File: src/rtl/search_scheduler.sv
// search_scheduler: round-robin front end for a shared bisection engine.
// Captures one request at a time, runs WIDTH bisection iterations on the
// captured target, and returns the converged value tagged with the index
// of the requester that owns it over a valid/ready response port.
module search_scheduler #(
   parameter int N_REQ = 4,
   parameter int WIDTH = 8,
   localparam int ID_W = (N_REQ > 1) ? $clog2(N_REQ) : 1
) (
   input  logic                   clk,
   input  logic                   rst,
   input  logic [N_REQ-1:0]       req,
   input  logic [N_REQ*WIDTH-1:0] req_data,
   output logic [N_REQ-1:0]       gnt,
   output logic                   busy,
   output logic                   rsp_valid,
   input  logic                   rsp_ready,
   output logic [ID_W-1:0]        rsp_id,
   output logic [WIDTH-1:0]       rsp_data
);

   localparam int                CNT_W    = (WIDTH > 1) ? $clog2(WIDTH) : 1;
   localparam logic [CNT_W-1:0]  CNT_LAST = CNT_W'(WIDTH - 1);
   localparam logic [ID_W-1:0]   ID_LAST  = ID_W'(N_REQ - 1);
   localparam logic [ID_W:0]     N_WRAP   = (ID_W + 1)'(N_REQ);
   localparam logic [WIDTH-1:0]  ALL_ONES = '1;
   localparam logic [N_REQ-1:0]  GNT_ONE  = N_REQ'(1);

   typedef enum logic [1:0] {
      IDLE,
      SEARCH,
      RESP
   } state_t;

   state_t            state;
   logic [WIDTH-1:0]  v;
   logic [WIDTH-1:0]  b;
   logic [WIDTH-1:0]  e;
   logic [CNT_W-1:0]  cnt;
   logic [ID_W-1:0]   id;
   logic [ID_W-1:0]   rr_ptr;

   logic [WIDTH-1:0]  req_slice [N_REQ];
   logic              sel_found;
   logic [ID_W-1:0]   sel_idx;
   logic [ID_W:0]     scan_sum;

   logic [WIDTH:0]    sum_w;
   logic [WIDTH-1:0]  mid;
   logic [WIDTH-1:0]  mid_inc;
   logic              go_up;

   // Split the flat target bus into one slice per requester.
   always_comb begin
      for (int i = 0; i < N_REQ; i++) begin
         req_slice[i] = req_data[i*WIDTH +: WIDTH];
      end
   end

   // Round-robin pick: first active request at or above rr_ptr, wrapping to 0.
   always_comb begin
      sel_found = 1'b0;
      sel_idx   = '0;
      scan_sum  = '0;
      for (int k = 0; k < N_REQ; k++) begin
         scan_sum = {1'b0, rr_ptr} + (ID_W + 1)'(k);
         if (scan_sum >= N_WRAP) begin
            scan_sum = scan_sum - N_WRAP;
         end
         if (!sel_found && req[scan_sum[ID_W-1:0]]) begin
            sel_found = 1'b1;
            sel_idx   = scan_sum[ID_W-1:0];
         end
      end
   end

   // Midpoint uses a WIDTH+1 bit sum so b+e cannot wrap when e is all ones.
   assign sum_w   = {1'b0, b} + {1'b0, e};
   assign mid     = WIDTH'(sum_w >> 1);
   assign mid_inc = mid + WIDTH'(1);
   assign go_up   = (v > mid);

   // Scheduler FSM: capture, iterate the bisection, hold the response until accepted.
   always_ff @(posedge clk or posedge rst) begin
      if (rst) begin
         state     <= IDLE;
         v         <= '0;
         b         <= '0;
         e         <= ALL_ONES;
         cnt       <= '0;
         id        <= '0;
         rr_ptr    <= '0;
         gnt       <= '0;
         busy      <= 1'b0;
         rsp_valid <= 1'b0;
         rsp_id    <= '0;
         rsp_data  <= '0;
      end else begin
         gnt <= '0;
         case (state)
            IDLE: begin
               if (sel_found) begin
                  v     <= req_slice[sel_idx];
                  id    <= sel_idx;
                  b     <= '0;
                  e     <= ALL_ONES;
                  cnt   <= '0;
                  gnt   <= GNT_ONE << sel_idx;
                  busy  <= 1'b1;
                  state <= SEARCH;
               end
            end
            SEARCH: begin
               if (go_up) begin
                  b <= mid_inc;
               end else begin
                  e <= mid;
               end
               cnt <= cnt + CNT_W'(1);
               if (cnt == CNT_LAST) begin
                  rsp_data  <= go_up ? mid_inc : mid;
                  rsp_id    <= id;
                  rsp_valid <= 1'b1;
                  state     <= RESP;
               end
            end
            RESP: begin
               if (rsp_ready) begin
                  rsp_valid <= 1'b0;
                  busy      <= 1'b0;
                  rr_ptr    <= (id == ID_LAST) ? '0 : id + ID_W'(1);
                  state     <= IDLE;
               end
            end
            default: begin
               state <= IDLE;
            end
         endcase
      end
   end

endmodule

File: config.mk
export PLATFORM = sky130hd
export DESIGN_NAME = search_scheduler
export DESIGN_NICKNAME = d
export VERILOG_FILES = /design/src/rtl/search_scheduler.sv
export SDC_FILE = /design/constraint.sdc
export NUM_CORES = 1
export LEC_CHECK = 0
export ABC_AREA = 1
export CORE_MARGIN = 2
export CORE_UTILIZATION = 40
export CTS_CLUSTER_DIAMETER = 150
export DETAILED_ROUTE_END_ITERATION = 12
export PLACE_DENSITY = 0.63
export SYNTH_ARGS = -nofsm -noshare
export SYNTH_HDL_FRONTEND = slang
export SYNTH_SLANG_ARGS = --single-unit
File: constraint.sdc
create_clock -name clk -period 5.85 [get_ports clk]
set_input_delay 0.8775 -clock clk [delete_from_list [all_inputs] [get_ports clk]]
set_output_delay 0.8775 -clock clk [all_outputs]
set_load 0.1 [all_outputs]
## After elaboration in Yosys (flattened, before gate mapping)

Index checks and enable logic that the tools add are counted.

- Muxes and demuxes: 44
- Reductions and logical operators: 19
- Shift operators: 1
- Bitwise logic cells: 1
- Add/sub/neg operators: 11
- Equality and inequality tests: 9
- Magnitude comparators: 10

Operator list:

| cell | number |
|---|---|
| 8-bit two-way mux | 7 |
| 8-bit one-hot mux with 2 select lines | 2 |
| 2-bit two-way mux | 12 |
| 8-bit binary-select mux with 2-bit select | 1 |
| 3-bit AND reduction | 5 |
| 3-bit >= comparator (second input constant) | 4 |
| 2-bit by 3-bit less-than comparator with 1-bit output (second input constant) | 4 |
| 1-bit two-way mux | 11 |
| 2-bit != test (second input constant) | 5 |
| 8-bit by 8-bit adder with 9-bit output | 1 |
| 8-bit by 1-bit adder with 8-bit output (second input constant) | 1 |
| 1-bit binary-select mux with 2-bit select | 4 |
| 8-bit > comparator | 1 |
| 4-bit two-way mux | 2 |
| 2-bit AND reduction | 4 |
| 2-bit by 1-bit subtractor with 2-bit output (second input constant) | 4 |
| 2-bit by 2-bit adder with 3-bit output (second input constant) | 2 |
| 2-bit one-hot mux with 3 select lines | 1 |
| 3-bit one-hot mux with 2 select lines | 1 |
| 2-bit nonzero test | 3 |
| 2-bit == test (second input constant) | 2 |
| 1-bit one-hot mux with 2 select lines | 2 |
| 1-bit by 2-bit << shifter with 4-bit output (first input constant) | 1 |
| 2-bit by 1-bit adder with 3-bit output (second input constant) | 1 |
| other kinds (10) | 14 |

- Logic and storage cells: 107
- Output and inout port bits: 16
- Bits of input ports: 39
- Flip-flop bits (word level): 49

## Longest topological paths before layout

- Depth in word-level cells: 18
- Depth in mapped cells: 21
- Depth with buffers taken out: 21

## Least setup slack after synthesis

Ideal clock, no wire load.

- Kind: reg2reg
- From: register e[3]
- To: register b[4]
- Clock period less this slack: 2589 ps
- Setup time: 117 ps
- Data arrival time: 2472 ps
- Required time: 5733 ps
- Slack: 3261 ps
- Buffers on the path: 1
- Cell stages (with the launch flop): 16
- Cells stage by stage: dfstp_2 ha_1 or2_1 nand2_1 nand2_1 nand2_1 inv_1 ha_1 nand2_1 o21ai_0 nand3_2 nand2_4 nand3_4 buf_6 nand3_1 nand2_1

- Cells in the longest elaborated chain, start to end: 4
- Elaborated cells between the ends (all ways): 7
- Those cells by class: add/sub (2); order compare (1); eq/ne (1); mux (2); reduce/logical (1)

Ends and longest elaborated chain:

| what | RTL line | RTL |
|---|---|---|
| from (decl) | 38 | `logic [WIDTH-1:0] e;` |
| from (signal assigned) | 117 | `e <= mid;` |
| 8-bit by 8-bit adder with 9-bit output (*) | 78 | `assign sum_w = {1'b0, b} + {1'b0, e};` |
| 8-bit by 1-bit adder with 8-bit output or 8-bit > comparator (tied branches) | 80, 81 |  |
| 8-bit two-way mux or 2-bit != test (tied branches) | n/a |  |
| 8-bit one-hot mux with 2 select lines or 3-bit AND reduction (tied branches) | n/a |  |
| to (signal assigned) | 115 | `b <= mid_inc;` |
| to (decl) | 37 | `logic [WIDTH-1:0] b;` |

Mark *: on every way between the ends. The rest lies on a longest branch, timed or not. The select of a mux whose other input is x is not followed.
A chain may end at the register's enable or synchronous reset.

## Worst setup path in the final report

- From: register e[3]
- To: register b[2]

The elaborated chain is that of the path after synthesis.

==> summary.md <==
| Metric | Value |
|---|---|
| Classification of the worst setup path | `register to register` |
| Count of input and output buffers | `between 50 and 60` |
| Syn Area/Cell | `between 6 and 7 µm²` |
| Synth Area in Adders | `0.0686` |
| Pin count of the biggest net entering global routing | `50` |
| Hold buffer count at cts | `0` |
| Seq cells post-synth | `49` |
| Crit path buf inv count | `0` |
| CP delay by family, top | `simple AND/OR/NAND/NOR gates` |
| Netlist cell types | `35` |
| Vias in the first global route | `about 3000` |
| Synth Area in XOR/XNOR | `0.0155` |
| Htree depth | `2` |
| Clock Latency Late Sink | `slightly above 0.3 ns` |
| PnR worst setup slack | `~2.8 ns` |
| Remaining antenna violation count | `0` |
| Worst EP arrival | `about 3.3 ns` |
| # rows | `33` |
| CTS root buf | `clkbuf_8` |
| FF-to-FF setup slack | `2.78 ns` |
| Initial Util | `0.413` |
| Multiplexer share of the synthesized area | `0` |
| Largest family of logic cells by synthesized area | `simple AND/OR/NAND/NOR gates` |
| Worst-path clk slew | `roughly 0.10 ns` |
| Crit Path Max Fanout | `18` |
| Area fraction in compound gates after synthesis | `0.0517` |
| Die Area | `about 9200 µm²` |
| Grt ovf | `0` |
| Clk sinks | `a little under 50` |
| Initial DRC count | `slightly below 200` |
| Worst path cell trace | `ha_1 > or2_1 > nand2_1 > nor3_1 > nor2_1 > ha_1 > nand3_1 > nor2_1 > nor2_1 > nand2_4 > nand3_4 > nand2_2 > nand2_1 > nand2_1` |
| Nets | `~600` |
| Worst-margin pin slew | `1.00 ns` |
| Relative slew slack | `0.329` |
| Drt via density | `between 4 and 5` |
| Final Max Tran Viols | `0` |
| Final worst path period need | `3.07 ns` |
| Setup Buffers After CTS | `0` |
| Total CTS buffers | `5` |
| Period utilization | `0.524` |
| Fmax | `326 MHz` |
| Max-cap viol count | `0` |
| Status | `finished clean` |
| Drt wl/cell | `12.0 µm` |
| Deepest clock path buffer count | `2` |
| Syn nets | `around 550` |
| Unrepaired setup endpoints after global routing | `no` |
| CP peak stage delay | `~0.54 ns` |
| Setup violators final | `0` |
| CTS resizes | `0` |
| Syn Inst Count | `488` |
| Min-Delay Path Class | `register to register` |
| Post-Syn Area | `about 3400 µm²` |
| Pre-antenna DRT Iters | `4` |
| # IOs | `55` |
| Core Footprint | `slightly above 8000 µm²` |
| First-pass GRT wire length | `13700 µm` |
| Ant diodes | `0` |
| Routability cong. | `0.894` |
| Fraction of the mapped netlist area in simple logic gates | `0.424` |
| Antenna violations before repair | `0` |
| # placed instances | `~640` |
| Final clock skew | `~0.017 ns` |
| GRT Overall Usage | `0.186` |
| Register area share after synthesis | `0.365` |
| Die X | `96.1 µm` |
| Layout cells sized above 1 | `0.0909` |
| Yosys warns | `0` |
| Final Hold Vio Count | `0` |
| TritonCTS clock tree | `done` |
| Critical Path Source Type | `register` |
| Routed wire length | `approximately 7800 µm` |
| Layout area overhead | `19.7%` |
| Critical Path Sink Type | `register` |
| Post-route DRC | `0` |
| DP HPWL | `between 5000 and 6000 µm` |
| Final TNS setup | `0 ns` |
| Die Y | `~96 µm` |
| Worst Path Required | `~6 ns` |
| DR vias | `about 3100` |
| Dpl ws | `2.59 ns` |
| Fin cells | `644` |
| Slowest cell on crit path | `dfstp_2` |
==> cells by family (layout without fill, tap and decap cells) <==
kind of cell / after synthesis / in the layout
buffers and inverters: 55 / 106
xor gates and xnor gates: 6 / 6
DFF: 49 / 49
adders and majority gates: 18 / 18
and+or+nand+nor: 333 / 333
AOI/OAI and AO/OA: 27 / 27
==> stage by stage <==
step	area [µm²]	utilization	hold WS (ns)
3_5_place_dp	3970	0.483	0.463
6_report	4060	0.494	0.477
2_1_floorplan	3390	-	0.444
3_3_place_gp	3970	0.483	0.454
4_1_cts	4060	0.494	0.477
5_1_grt	4060	0.494	0.489
==> state kept, by name (all words and copies together), names as in the netlist <==
name and count:
b 8, e 8, rsp_data 8, v 8
gnt 4, cnt 3, id 2, rr_ptr 2
rsp_id 2, state 2, busy 1, rsp_valid 1
==> synthesized netlist by cell type (all sizes together) <==
cell type / instances / share of area
a21oi: 9 / 0.013
buf: 8 / 0.024
clkbuf: 3 / 0.0033
clkinv: 3 / 0.0033
dfrtp: 41 / 0.30
dfstp: 8 / 0.062
fa: 1 / 0.0059
ha: 17 / 0.063
inv: 41 / 0.045
nand2: 248 / 0.29
nand3: 42 / 0.067
nand3b: 4 / 0.0089
nand4: 2 / 0.0081
nor2: 31 / 0.039
nor3: 4 / 0.0059
o211ai: 1 / 0.0037
o21ai: 13 / 0.026
o21bai: 2 / 0.0044
o31ai: 2 / 0.0044
or2: 2 / 0.0037
xnor2: 1 / 0.0026
xor2: 5 / 0.013
==> worst min-delay path: stages, from the launching register on <==
cell,delay [ns]
dfstp_2,0.39
nand2_1,0.05
nand2_1,0.04
==> cell usage in the layout, fill, tap and decap left out, types with 8 or more instances in the layout <==
| master | instances |
|---|---|
| nand2_2 | 17 |
| nand2_1 | 229 |
| ha_1 | 17 |
| dfstp_2 | 8 |
| nor2_1 | 29 |
| o21ai_0 | 10 |
| nand3_1 | 40 |
| clkdlybuf4s50_1 | 54 |
| inv_1 | 35 |
| dfrtp_1 | 41 |
| a21oi_1 | 9 |
==> worst paths after layout <==
kind                              to  cells past startpoint  startpoint
max in group asynchronous     gnt[0]                      2         rst
setup / recovery                b[2]                     14        e[3]
min in group asynchronous  rsp_id[1]                      2         rst
setup reg to reg                b[2]                     14        e[3]
hold reg to reg                 e[5]                      2        e[5]
hold / removal                  e[5]                      2        e[5]
==> per-layer routing <==
layer	global-route usage	part of all wire	wire, µm
met4	0.0488	0.010	78
met2	0.300	0.47	3620
met5	0	0	0
met1	0.257	0.49	3830
met3	0.0337	0.030	230
==> cell type report <==
| cell class | instances | area (µm²) |
|---|---|---|
| Fill cell | 851 | 4160 |
| Multi-Input combinational cell | 384 | 1900 |
| Sequential cell | 49 | 1240 |
| Timing Repair Buffer | 54 | 541 |
| Inverter | 44 | 165 |
| Tap cell | 105 | 131 |
| Clock buffer | 6 | 72.6 |
| Clock inverter | 2 | 15.0 |
Power is left out: the tool's default activity adds up to more than one toggle a clock period on the data nets, which glitch-free logic cannot reach.
